## src/rtl/cdb_scheduler_pkg.sv

```systemverilog
// cdb_pkg: shared constants and helpers for the CDB scheduler
package cdb_pkg;
    localparam int SB_BRANCH = 0;
    localparam int SB_TAKEN  = 1;
    localparam logic [15:0] LAT_VEC_DEFAULT = {4'd7, 4'd4, 4'd1, 4'd1};

    function automatic int clog2(input int n);
        int r;
        for (r = 0; (1 << r) < n; r++) ;
        return r;
    endfunction

    // unit index width, kept at least one bit for a single-unit build
    function automatic int idx_w(input int n);
        return (n > 1) ? clog2(n) : 1;
    endfunction
endpackage

```

## src/rtl/cdb_scheduler_if.sv

```systemverilog
// cdb_scheduler_if: unit request/result side and CDB broadcast side of the scheduler
interface cdb_scheduler_if import cdb_pkg::*; #(
    parameter int NUM_UNITS = 4,
    parameter int DATA_W    = 32,
    parameter int TAG_W     = 6,
    parameter int SB_W      = 2
);
    localparam int IDX_W = idx_w(NUM_UNITS);
    logic [NUM_UNITS-1:0]        unit_req;
    logic [NUM_UNITS-1:0]        unit_grant;
    logic [NUM_UNITS*DATA_W-1:0] unit_result;
    logic [NUM_UNITS*TAG_W-1:0]  unit_tag;
    logic [NUM_UNITS*SB_W-1:0]   unit_sb;
    logic                        cdb_valid;
    logic [DATA_W-1:0]           cdb_data;
    logic [TAG_W-1:0]            cdb_tag;
    logic [SB_W-1:0]             cdb_sb;
    logic [IDX_W-1:0]            cdb_unit;

    modport master (
        output unit_req, unit_result, unit_tag, unit_sb,
        input  unit_grant, cdb_valid, cdb_data, cdb_tag, cdb_sb, cdb_unit
    );
    modport slave (
        input  unit_req, unit_result, unit_tag, unit_sb,
        output unit_grant, cdb_valid, cdb_data, cdb_tag, cdb_sb, cdb_unit
    );
endinterface

```

## src/rtl/cdb_scheduler_rr_pick.sv

```systemverilog
// rr_pick: picks the first set request at or after ptr, wrapping around
module rr_pick #(
    parameter int N     = 4,
    parameter int IDX_W = 2
) (
    input  logic [N-1:0]     req_i,
    input  logic [IDX_W-1:0] ptr_i,
    output logic [N-1:0]     gnt_o,
    output logic [IDX_W-1:0] idx_o,
    output logic             multi_o
);
    // lowest request overall, overridden by the lowest one at or after ptr when present
    always_comb begin
        idx_o = '0;
        for (int j = N - 1; j >= 0; j--)
            if (req_i[j]) idx_o = IDX_W'(j);
        for (int j = N - 1; j >= 0; j--)
            if (req_i[j] && IDX_W'(j) >= ptr_i) idx_o = IDX_W'(j);
    end

    assign gnt_o   = (|req_i) ? (N'(1) << idx_o) : '0;
    assign multi_o = |(req_i & (req_i - N'(1)));
endmodule

```

## src/rtl/cdb_scheduler.sv

```systemverilog
// cdb_scheduler: reserves CDB slots for fixed-latency units and broadcasts their results
module cdb_scheduler import cdb_pkg::*; #(
    parameter int NUM_UNITS = 4,
    parameter int DATA_W    = 32,
    parameter int TAG_W     = 6,
    parameter int SB_W      = 2,
    parameter int MAX_LAT   = 8,
    parameter int LAT_W     = 4,
    parameter logic [NUM_UNITS*LAT_W-1:0] LAT_VEC = LAT_VEC_DEFAULT
) (
    input logic          clk,
    input logic          reset,
    input logic          flush,
    cdb_scheduler_if.slave bus
);
    localparam int IDX_W = idx_w(NUM_UNITS);

    function automatic int lat_of(input int i);
        return int'(LAT_VEC[i*LAT_W +: LAT_W]);
    endfunction

    // a unit leads its latency class when no lower-indexed unit shares its latency
    function automatic bit leader(input int u);
        for (int j = 0; j < u; j++)
            if (lat_of(j) == lat_of(u)) return 1'b0;
        return 1'b1;
    endfunction

    function automatic logic [NUM_UNITS-1:0] cls_mask(input int l);
        logic [NUM_UNITS-1:0] m;
        m = '0;
        for (int j = 0; j < NUM_UNITS; j++) m[j] = (lat_of(j) == l);
        return m;
    endfunction

    logic [MAX_LAT:0]                        res_q, res_d;
    logic [MAX_LAT:0][IDX_W-1:0]             own_q, own_d;
    logic [IDX_W-1:0]                        rr_q, rr_d;
    logic [NUM_UNITS-1:0]                    elig, grant, cls_multi;
    logic [NUM_UNITS-1:0][NUM_UNITS-1:0]     cls_gnt;
    logic [NUM_UNITS-1:0][IDX_W-1:0]         cls_idx;
    int                                      best;

    for (genvar g = 0; g < NUM_UNITS; g++) begin : g_unit
        localparam int L = lat_of(g);
        localparam logic [NUM_UNITS-1:0] CLS = cls_mask(L);
        assign elig[g] = bus.unit_req[g] & ~res_q[L] & reset & ~flush;
        if (leader(g)) begin : g_pick
            rr_pick #(.N(NUM_UNITS), .IDX_W(IDX_W)) u_pick (
                .req_i   (elig & CLS),
                .ptr_i   (rr_q),
                .gnt_o   (cls_gnt[g]),
                .idx_o   (cls_idx[g]),
                .multi_o (cls_multi[g])
            );
        end else begin : g_follow
            assign cls_gnt[g]   = '0;
            assign cls_idx[g]   = '0;
            assign cls_multi[g] = 1'b0;
        end
    end

    // merge the per-class winners into the unit grant vector
    always_comb begin
        grant = '0;
        for (int u = 0; u < NUM_UNITS; u++) grant |= cls_gnt[u];
    end

    // shift reservations toward slot 0, insert new grants, advance rr from the lowest contended class
    always_comb begin
        res_d = '0;
        own_d = '0;
        rr_d  = rr_q;
        best  = MAX_LAT + 1;
        for (int k = 0; k < MAX_LAT; k++) begin
            res_d[k] = res_q[k+1];
            own_d[k] = own_q[k+1];
            for (int i = 0; i < NUM_UNITS; i++)
                if (grant[i] && lat_of(i) == k + 1) begin
                    res_d[k] = 1'b1;
                    own_d[k] = IDX_W'(i);
                end
        end
        for (int u = 0; u < NUM_UNITS; u++)
            if (cls_multi[u] && lat_of(u) < best) begin
                best = lat_of(u);
                rr_d = (cls_idx[u] == IDX_W'(NUM_UNITS - 1)) ? '0 : cls_idx[u] + IDX_W'(1);
            end
        if (flush) res_d = '0;
    end

    // reservation, ownership and round-robin state
    always_ff @(posedge clk or negedge reset) begin
        if (!reset) begin
            res_q <= '0;
            own_q <= '0;
            rr_q  <= '0;
        end else begin
            res_q <= res_d;
            own_q <= own_d;
            rr_q  <= rr_d;
        end
    end

    assign bus.unit_grant = grant;
    assign bus.cdb_valid  = res_q[0];
    assign bus.cdb_unit   = res_q[0] ? own_q[0] : '0;
    assign bus.cdb_data   = res_q[0] ? bus.unit_result[own_q[0]*DATA_W +: DATA_W] : '0;
    assign bus.cdb_tag    = res_q[0] ? bus.unit_tag[own_q[0]*TAG_W +: TAG_W] : '0;
    assign bus.cdb_sb     = res_q[0] ? bus.unit_sb[own_q[0]*SB_W +: SB_W] : '0;
endmodule

```

## src/flat_wrapper.sv

```systemverilog
// flat-port wrapper written by rule: the top's interface ports become plain ports
module cdb_scheduler_flat import cdb_pkg::*;
#(
    parameter int NUM_UNITS = 4,
    parameter int DATA_W    = 32,
    parameter int TAG_W     = 6,
    parameter int SB_W      = 2,
    parameter int MAX_LAT   = 8,
    parameter int LAT_W     = 4,
    parameter logic [NUM_UNITS*LAT_W-1:0] LAT_VEC = LAT_VEC_DEFAULT
)
  (clk, reset, flush, bus_unit_req, bus_unit_result, bus_unit_tag, bus_unit_sb, bus_unit_grant, bus_cdb_valid, bus_cdb_data, bus_cdb_tag, bus_cdb_sb, bus_cdb_unit);
  cdb_scheduler_if #(.NUM_UNITS(NUM_UNITS), .DATA_W(DATA_W), .TAG_W(TAG_W), .SB_W(SB_W)) bus_i ();
  input logic clk;
  input logic reset;
  input logic flush;
  input wire logic [$bits(bus_i.unit_req)-1:0] bus_unit_req;
  input wire logic [$bits(bus_i.unit_result)-1:0] bus_unit_result;
  input wire logic [$bits(bus_i.unit_tag)-1:0] bus_unit_tag;
  input wire logic [$bits(bus_i.unit_sb)-1:0] bus_unit_sb;
  output wire logic [$bits(bus_i.unit_grant)-1:0] bus_unit_grant;
  output wire logic [$bits(bus_i.cdb_valid)-1:0] bus_cdb_valid;
  output wire logic [$bits(bus_i.cdb_data)-1:0] bus_cdb_data;
  output wire logic [$bits(bus_i.cdb_tag)-1:0] bus_cdb_tag;
  output wire logic [$bits(bus_i.cdb_sb)-1:0] bus_cdb_sb;
  output wire logic [$bits(bus_i.cdb_unit)-1:0] bus_cdb_unit;
  assign bus_i.unit_req = bus_unit_req;
  assign bus_i.unit_result = bus_unit_result;
  assign bus_i.unit_tag = bus_unit_tag;
  assign bus_i.unit_sb = bus_unit_sb;
  assign bus_unit_grant = bus_i.unit_grant;
  assign bus_cdb_valid = bus_i.cdb_valid;
  assign bus_cdb_data = bus_i.cdb_data;
  assign bus_cdb_tag = bus_i.cdb_tag;
  assign bus_cdb_sb = bus_i.cdb_sb;
  assign bus_cdb_unit = bus_i.cdb_unit;
  cdb_scheduler #(.NUM_UNITS(NUM_UNITS), .DATA_W(DATA_W), .TAG_W(TAG_W), .SB_W(SB_W), .MAX_LAT(MAX_LAT), .LAT_W(LAT_W), .LAT_VEC(LAT_VEC)) u_core (.clk(clk), .reset(reset), .flush(flush), .bus(bus_i));
endmodule
```

## config.mk

```make
export PLATFORM = sky130hd
export DESIGN_NAME = cdb_scheduler_flat
export DESIGN_NICKNAME = d
export VERILOG_FILES = /design/src/rtl/cdb_scheduler_pkg.sv /design/src/rtl/cdb_scheduler_if.sv /design/src/rtl/cdb_scheduler_rr_pick.sv /design/src/rtl/cdb_scheduler.sv /design/src/flat_wrapper.sv
export SDC_FILE = /design/constraint.sdc
export NUM_CORES = 1
export LEC_CHECK = 0
export ABC_AREA = 1
export CAP_MARGIN = 20
export CORE_ASPECT_RATIO = 1.4
export CORE_MARGIN = 1
export CORE_UTILIZATION = 30
export CTS_CLUSTER_DIAMETER = 120
export CTS_CLUSTER_SIZE = 24
export DETAILED_ROUTE_END_ITERATION = 10
export PLACE_DENSITY = 0.74
export SLEW_MARGIN = 20
export SYNTH_ARGS = -nofsm -noshare
export SYNTH_HDL_FRONTEND = slang
export SYNTH_SLANG_ARGS = --single-unit
```

## constraint.sdc

```tcl
create_clock -name clk -period 1.4 [get_ports clk]
set_clock_uncertainty 0.05 [all_clocks]
set_input_delay 0.28 -clock clk [delete_from_list [all_inputs] [get_ports clk]]
set_output_delay 0.28 -clock clk [all_outputs]
set_load 0.01 [all_outputs]
```

==> impl_metrics.tcl <==
set metrics [dict create \
    seq_area_frac_synth_pct 17.6 \
    netlist_instances 545 \
    worst_pin_slew_ns 0.306 \
    path_class "flip-flop to output port" \
    cp_cell_sequence "buf_12, buf_12, nand2_2, nand3_2, a21oi_2, buf_2" \
    num_antenna_cells 0 \
    slowest_delay_ns 0.43 \
    synthDistinctLibCells 16 \
    cts_max_level 1 \
    cpMostUsedCell "buf_12" \
    crit_buf_inv 3 \
    seq_area_sq_um 477 \
    setup_slack_ns -0.408 \
    p_leak_nw 3.17 \
    die_area_sq_um 9400 \
    crit_fanout 19 \
    grt_use_met2_pct 47.5 \
    initial_core_util_pct 31.2 \
    maxSlewHeadroom_pct 79.4 \
    core-area_sq_um 8660 \
    start_kind "flip-flop" \
    dp_hpwl_um 8880 \
    path_delay_family "buffers and inverters" \
    area.growth.synth_to_final_pct 104 \
    grt-busiest-layer "met2" \
    synth_warnings 0 \
    clk_latency_ns 0.24 \
    grt_overflow 0 \
    via_count 4037 \
    io_buffer_count 213 \
    drc 0 \
    crit_arrival_ns 1.48 \
    dr.pass1.iters 4 \
    multi_input_area_sq_um 1640 \
    cts-buffers-inserted 3 \
    cts_tree "built" \
    dpl_cell_area_sq_um 5130 \
    slew_violations 0 \
    powerDensity_nw_per_um2 505 \
    setup_viol 44 \
    r2r-end "u_core.own_q[0]" \
    rows 40 \
    io_pins 214 \
    cts_root_buf "clkbuf_16" \
    peakVddDrop_v 0.000796 \
    crit_slowest_cell "dfrtp_2" \
    layout-drive-gt1-share_pct 23.6 \
    ctsHoldBuffers 0 \
    cts_buffer_depth 2 \
    routedWlPerCell_um 13.7 \
    max_freq_mhz 553 \
    fin_nets 949 \
    ant_nets 0 \
    fin_crit_sh_pct 129 \
    n_fill_cell 791 \
    r2r_start "u_core.res_q[1]" \
    drt_iter0_markers 138 \
    grt_max_degree 36 \
    whs_ns -0.00162 \
    status "finished with violations" \
    cp-end-kind "output port" \
    synth_area_sq_um 2700 \
    grtUsageMet1_pct 22.7 \
    antenna_found_initial 0 \
    vias_per_cell 4.56 \
    cts_sinks 19 \
    grt_first_pass_wirelength_um 17300 \
    cp.required_ns 1.07 \
    finalHoldViolCount 8 \
    rsz0062_at_grt "yes" \
    use_met3_pct 5.02 \
    synth_seq_cells 19 \
    gp_congestion 0.875 \
    syn-mean-instance-area_sq_um 4.96 \
    violations "hold timing, setup timing" \
    hold_class "input port to asynchronous set/reset pin" \
    die_y_um 114 \
    grt_usage_pct 23.4 \
    clk_pin_slew_worst_paths_ns 0.05 \
    worst-r2r-setup-slack_ns 0.14 \
    die_x_um 82.2 \
    synthesis.nets 712 \
    ff2ff_path_depth 6 \
    drv_cap 0 \
    first_global_vias 3759 \
    fin_crit_ns 1.81 \
    drt_wl_total_um 12100 \
    final_area_sq_um 5530 \
    post-route-util_pct 63.9 \
]
## registers in the layout, summed over array words and instances (netlist names)
signal / count
u_core.own_q: 5
u_core.rr_q: 2
u_core.res_q: 7
u_core.own_d: 5
## timing repair
action	4_1_cts	5_1_grt
setup buffers	9	5
pin swaps	15	22
cloned	2	2
endpoints found under the setup margin	47	47
resized for setup	234	72
## cell type report
type	instances	share of cell area, %
clock buffers	4	1.43
flip-flops and latches	19	8.62
inverters	176	12.2
well taps	105	2.38
repair buffers	263	45.8
multi-input cells	319	29.6
## per-stage QoR
step | setup TNS, ns | instances | setup slack [ns] | power, W
after CTS | -14.83 | 881 | -0.418 | 0.00267
after global placement | -24.88 | 866 | -0.687 | 0.00204
after global routing | -17.89 | 886 | -0.453 | 0.00297
after floorplan | 0 | 545 | 0.0537 | 0.00121
final | -15.29 | 886 | -0.408 | 0.00279
after detailed placement | -25.52 | 866 | -0.720 | 0.00207
## kinds of logic after synthesis
group / Yosys count / synth area share [%]
flip-flops: 19 / 17.6
AO/OA/AOI/OAI: 44 / 8.19
buffers and inverters: 207 / 32.1
AND/OR/NAND/NOR: 275 / 42.1
## cells in the mapped netlist
master	count	area [sq um]
clkbuf_1	4	15.0
a31oi_1	1	6.26
nor3_1	1	5.00
buf_4	2	15.0
buf_2	17	85.1
nand2_1	178	668
a21oi_1	41	205
dfrtp_1	19	475
o21ai_0	2	10.0
inv_2	1	3.75
nor2_1	13	48.8
nand4_1	1	6.26
buf_6	8	90.1
inv_4	1	6.26
inv_1	174	653
nand3_1	82	410
## worst register-to-register path: cells and delay by family (launching register included)
family / cells / cell delay (ns)
AOI/OAI and AO/OA: 1 / 0.08
buffers and inverters: 3 / 0.41
DFF: 1 / 0.42
and+or+nand+nor: 2 / 0.19
## placed cells by master, fill, tap and decap left out, types with 5 or more instances in the layout
master,n
a21oi_1,27
nand3_2,19
nand3_1,63
buf_2,43
nand2_2,35
buf_12,11
buf_4,28
dfrtp_1,18
nand2_1,141
inv_2,5
nor2_1,7
buf_6,10
clkdlybuf4s50_1,160
inv_1,170
a21oi_2,14
## routing by layer
metal,vias up,wire length (um)
met5,-,0
met4,0,289
met3,28,975
met2,138,6500
met1,1834,4380
li1,2037,-
## power by group
group          switching, W  internal (W)  total [W]  leakage (nW)
sequential        0.0000216      0.000584   0.000605         0.252
clock              0.000179      0.000386   0.000565        0.0382
combinational      0.000725      0.000895    0.00162          2.87
total              0.000925       0.00186    0.00279          3.17
## worst max-delay path by stage
stage | from | to | slack (ns) | depth (start not counted)
CTS | u_core.own_q[0] | bus_cdb_data[3] | -0.42 | 6
detailed placement | reset | bus_unit_grant[2] | -0.72 | 6
global route | u_core.own_q[0] | bus_cdb_tag[5] | -0.45 | 6
floorplan | u_core.own_q[0] | bus_cdb_data[0] | 0.05 | 5
finish | u_core.own_q[0] | bus_cdb_data[11] | -0.41 | 6
global placement | reset | bus_unit_grant[2] | -0.69 | 6
Power figures use the tool's default switching activity.
